### config.mk
export PLATFORM = sky130hd
export DESIGN_NAME = phase_accumulator
export DESIGN_NICKNAME = d
export VERILOG_FILES = /design/src/rtl/phase_accumulator_pkg.sv /design/src/rtl/phase_to_sine_addr.sv /design/src/rtl/phase_accumulator.sv
export SDC_FILE = /design/constraint.sdc
export NUM_CORES = 1
export LEC_CHECK = 0
export BUFFER_PORTS_ARGS = -buffer_cell sky130_fd_sc_hd__buf_2
export CAP_MARGIN = 20
export CORE_MARGIN = 8
export CORE_UTILIZATION = 35
export DETAILED_ROUTE_END_ITERATION = 16
export GPL_ROUTABILITY_DRIVEN = 0
export PLACE_DENSITY = 0.56
export SLEW_MARGIN = 5
export SYNTH_ARGS = -nofsm -noshare
export SYNTH_HDL_FRONTEND = slang
export SYNTH_SLANG_ARGS = --single-unit
### constraint.sdc
create_clock -name clk -period 7.5 [get_ports clk]
set_clock_uncertainty 0.05 [all_clocks]
set_input_delay 1.5 -clock clk [delete_from_list [all_inputs] [get_ports clk]]
set_output_delay 1.5 -clock clk [all_outputs]
set_load 0.005 [all_outputs]
### src/rtl/phase_accumulator_pkg.sv
// Shared synth-voice phase definitions: default widths, phase word type and
// the helper that sizes the sine-address decode slice.
package phase_accumulator_pkg;

    localparam int PHASE_W_DEFAULT     = 32;
    localparam int LUT_ADDR_W_DEFAULT  = 10;
    localparam int QLUT_ADDR_W_DEFAULT = 8;

    typedef logic [PHASE_W_DEFAULT-1:0] phase_t;

    // Number of phase MSBs the sine-address decode looks at: the wider of the
    // full-wave address and the quadrant bits plus the quarter-wave address.
    function automatic int sine_decode_w(input int lut_w, input int qlut_w);
        return (lut_w > qlut_w + 2) ? lut_w : qlut_w + 2;
    endfunction

endpackage

### src/rtl/phase_to_sine_addr.sv
// Combinational decode of the top phase bits into wavetable addressing:
// full-wave address, quadrant, mirrored quarter-wave address and negate flag.
module phase_to_sine_addr
    import phase_accumulator_pkg::*;
#(
    parameter int LUT_ADDR_W  = LUT_ADDR_W_DEFAULT,
    parameter int QLUT_ADDR_W = QLUT_ADDR_W_DEFAULT,
    localparam int DEC_W      = sine_decode_w(LUT_ADDR_W, QLUT_ADDR_W)
) (
    input  logic [DEC_W-1:0]       phase_msbs,
    output logic [LUT_ADDR_W-1:0]  lut_addr,
    output logic [1:0]             quadrant,
    output logic [QLUT_ADDR_W-1:0] qlut_addr,
    output logic                   negate
);

    logic [QLUT_ADDR_W-1:0] q;

    assign lut_addr = phase_msbs[DEC_W-1 -: LUT_ADDR_W];
    assign quadrant = phase_msbs[DEC_W-1 -: 2];
    assign q        = phase_msbs[DEC_W-3 -: QLUT_ADDR_W];
    assign negate   = quadrant[1];

    // Odd quadrants walk the quarter-wave table backwards: invert every bit.
    genvar gi;
    generate
        for (gi = 0; gi < QLUT_ADDR_W; gi++) begin : g_mirror
            assign qlut_addr[gi] = q[gi] ^ quadrant[0];
        end
    endgenerate

endmodule

### src/rtl/phase_accumulator.sv
// NCO phase core: wrapping phase register advanced by phase_step every clock,
// with a registered overflow pulse and wavetable address decode.
module phase_accumulator
    import phase_accumulator_pkg::*;
#(
    parameter int PHASE_W     = PHASE_W_DEFAULT,
    parameter int LUT_ADDR_W  = LUT_ADDR_W_DEFAULT,
    parameter int QLUT_ADDR_W = QLUT_ADDR_W_DEFAULT
) (
    input  logic                   clk,
    input  logic [PHASE_W-1:0]     phase_step,
    input  logic                   reset,
    output logic [PHASE_W-1:0]     phase,
    output logic                   wrap,
    output logic [LUT_ADDR_W-1:0]  lut_addr,
    output logic [1:0]             quadrant,
    output logic [QLUT_ADDR_W-1:0] qlut_addr,
    output logic                   negate
);

    localparam int DEC_W = sine_decode_w(LUT_ADDR_W, QLUT_ADDR_W);

    logic [PHASE_W-1:0] phase_reg;
    logic [PHASE_W-1:0] phase_next;
    logic               wrap_reg;
    logic               carry;

    // One extra bit on the sum captures the overflow past 2^PHASE_W.
    assign {carry, phase_next} = {1'b0, phase_reg} + {1'b0, phase_step};

    always_ff @(posedge clk) begin
        if (!reset) begin
            phase_reg <= '0;
            wrap_reg  <= 1'b0;
        end else begin
            phase_reg <= phase_next;
            wrap_reg  <= carry;
        end
    end

    assign phase = phase_reg;
    assign wrap  = wrap_reg;

    phase_to_sine_addr #(
        .LUT_ADDR_W  (LUT_ADDR_W),
        .QLUT_ADDR_W (QLUT_ADDR_W)
    ) u_decode (
        .phase_msbs (phase_reg[PHASE_W-1 -: DEC_W]),
        .lut_addr   (lut_addr),
        .quadrant   (quadrant),
        .qlut_addr  (qlut_addr),
        .negate     (negate)
    );

endmodule

After elaboration in Yosys (flattened, before gate mapping) --
Cells that the tools add are included.
Storage, ports and cells: register bits 33, output and inout port bits 54
Operators by class: add/sub/neg operators 1, bitwise operators 8
Operators with widths (number):
- $add 32x32->33 | 1
- $xor 1x1->1 | 8

Depth between registers and ports, before layout --
depth after elaboration 1, gate-level depth with buffers 10, gate-level depth less buffers 10

Modules after synthesis --
A second synthesis with hierarchy kept.
Unflattened totals: cells, all modules 354, area, all modules 2911.5 sq um
Modules (own cells, without submodules):
- phase_accumulator | times used 1, cells each 332, area an instance 2732.6 sq um, seq. area each 660.6 sq um
- phase_to_sine_addr | times used 1, cells each 22, area an instance 178.9 sq um, seq. area each 0.0 sq um

Least setup slack after synthesis --
No wires, ideal clock.
kind input to register, start in phase_step[0], end reg phase_reg[20], in the netlist phase[20], library setup time 96 ps, arrival time 3450 ps, data required time 7354 ps, setup slack 3905 ps, stages on the path 10, path buffers 0, cell sequence ha_1 fa_1 a21oi_1 nand4b_1 a21oi_1 o21ai_2 o21bai_2 a21oi_1 mux2_2 o311ai_1
On the way: word-level cells in the longest chain between the ends 1
Ends and longest elaborated chain:
- start, declared | line phase_accumulator.sv:11 | input logic [PHASE_W-1:0] phase_step,
- $add 32x32->33 | line phase_accumulator.sv:29 | assign {carry, phase_next} = {1'b0, phase_reg} + {1'b0, phase_step};
- end signal, assigned | line phase_accumulator.sv:36 | phase_reg <= phase_next;
- end, declared | line phase_accumulator.sv:23 | logic [PHASE_W-1:0] phase_reg;
Every way passes these cells. A chain may end at the register's enable or synchronous reset.

Worst setup path after layout --
Ends and elaborated chain as after synthesis.

==> flow_metrics.tcl <==
set metrics [dict create \
    status "complete, no violations" \
    cts.path.max_buffers 2 \
    fmax_ghz 0.271 \
    clk_pin_slew_ps 80 \
    hold_buffers 0 \
    yosysTopAreaCellShare_pct 24.4 \
    layout-area-overhead-vs-synth_pct 20.1 \
    drive_above_1_share_pct 24.9 \
    drtIter0Drc 135 \
    arrival_ps 3840 \
    synth_common_cells "40 x nor2_1, 39 x a21oi_1, 33 x dfxtp_1" \
    h-tree-depth 2 \
    synth_top_cell_by_area "dfxtp_1" \
    grt_overflow 0 \
    pin_count 88 \
    finalHoldViolCount 0 \
    critical_path_class "input port to register" \
    drtAntennaViolNets 0 \
    synth.most_common_cell "nor2_1" \
    antenna_found_initial 0 \
    grt_pass1_vias 2663 \
    period_needed_ps 3700 \
    max_slew_margin_pct 62.1 \
    drc 0 \
    die_width_um 104 \
    async_reset_ff_share_pct 0 \
    post_cts_resized 0 \
    hold_class "register to register" \
    grt_pass1_wl_um 12400 \
    ys_seq_elements 33 \
    post_cts.repair.setup_buffers 0 \
    postSynthAreaPerCell_um2 7.91 \
    maxSlewViolCount 0 \
    vdd_drop_max_mv 0.155 \
    dp.cells 508 \
    critPathLaunchType "input port" \
    wl_per_cell_um 14.2 \
    syn-num-nets 409 \
    vias 2632 \
    rsz0062_at_grt "false" \
    worstPathMaxFanout 3 \
    cts_tree "done" \
    syn_inst 342 \
    die_h_um 104 \
    final_net_count 480 \
    n_antenna_cell 0 \
    drt_pass1_iterations 4 \
    cp-end-kind "register" \
    root_buffer "clkbuf_8" \
    p_per_area_mw_per_mm2 415 \
    clock_sinks 33 \
    clock_latency_ps 290 \
    ys_top_cells_by_area "dfxtp_1 24%, ha_1 15%, a21oi_1 7.2%" \
    syn_area_mm2 0.00271 \
    numCtsBuffers 5 \
    die_area_mm2 0.0108 \
    finalNonFillerCells 516 \
    totalWireLength_um 7350 \
    place_hpwl_um 5840 \
    core_mm2 0.00761 \
    yosysUniqueCellTypes 51 \
    finalSetupTns_ps 0 \
    synth_edf_count 0 \
    row_count 32 \
    largest_register_ffs 32 \
    period_share_pct 49.3 \
    start_util_pct 35.6 \
    cap_violations 0 \
    grt_use_total_pct 13.5 \
    worst_pin_slew_ps 568 \
    synth_ff_type "dfxtp_1" \
    p_leak_uw 0.00159 \
    port_buffers 87 \
    required_ps 7640 \
    via_per_inst 5.10 \
    grt_start_max_net_pins 28 \
    final-setup-viol-count 0 \
    yosys_warnings 0 \
    yosysSeqAreaShare_pct 24.4 \
]
layer usage:
metal | track usage, % | share of wire (%) | up-vias
met5 | 0 | 0 | -
met4 | 4.24 | 1.2 | 0
met3 | 4.28 | 6.0 | 8
met2 | 22.6 | 47 | 79
met1 | 16.1 | 46 | 1183
li1 | - | - | 1362
area by class of cell:
class | instances | area [µm²]
sequential | 33 | 661
timing repair buffer | 88 | 443
inverter | 6 | 22.5
clock inverter | 1 | 30.0
tap | 102 | 128
clock buffer | 7 | 86.3
multi-input combinational | 279 | 1880
fill | 848 | 4360
report_power, final:
part,switching [µW],leakage [µW],internal (µW)
Sequential,57.0,0.000275,250
Combinational,475,0.00126,387
Clock,71.2,0.0000585,108
Total,603,0.00159,745
cell families after synthesis:
family	share of synthesized area, %
AO/OA/AOI/OAI	26.0
XOR/XNOR	9.38
adder cells (fa/ha/maj)	15.5
buffers and inverters	6.10
flip-flops	24.4
multiplexers	1.16
AND/OR/NAND/NOR	17.4
cells in the final DEF (no fill, tap or decap), types with 2 or more instances in the layout:
cell,netlist,final
clkbuf_8,0,6
and2_1,2,2
buf_2,1,87
xnor2_1,10,10
o21bai_1,7,7
nor3_1,4,4
nor2b_1,3,3
inv_1,5,5
o21ai_1,2,2
dfxtp_1,33,33
nor4_1,2,2
o21ai_0,25,25
nand3_1,8,8
a21oi_1,39,39
nand2_1,24,24
o31ai_1,2,2
ha_1,32,32
a21o_1,11,11
o21a_1,4,4
a211oi_1,4,4
nand4_1,5,5
or3_1,4,4
mux2i_1,2,2
xor2_1,19,19
a31oi_1,5,5
nor2_1,40,40
nand2b_1,4,4
path summary, 6_finish.rpt:
path	start	slack, ps	to	cells after the start
worst max-delay path	phase_step[0]	3800	phase[20]$_SDFF_PN0_	11
worst min-delay path	phase[0]$_SDFF_PN0_	550	phase[0]$_SDFF_PN0_	2
worst max register to register	phase[0]$_SDFF_PN0_	4790	phase[20]$_SDFF_PN0_	10
worst min register to register	phase[0]$_SDFF_PN0_	550	phase[0]$_SDFF_PN0_	2
through the flow:
step	util [%]	total power [µW]	hold slack, ps	setup WS [ps]	cell area, µm²
detailed placement	41.2	1170	522	3530	3130
global placement	41.2	1170	519	3620	3130
finish	42.7	1350	547	3800	3250
floorplan	-	940	519	3900	2710
CTS	42.7	1360	552	3820	3250
global route	42.7	1480	571	3660	3250
critical path, stage by stage:
cell and delay, ps:
buf_2 100, ha_1 240, fa_1 420, a21oi_1 220
nand4b_1 190, a21oi_1 140, o21ai_2 230, o21bai_2 100
a21oi_1 250, mux2_2 370, o311ai_1 90
(Power assumes the default switching activity.)
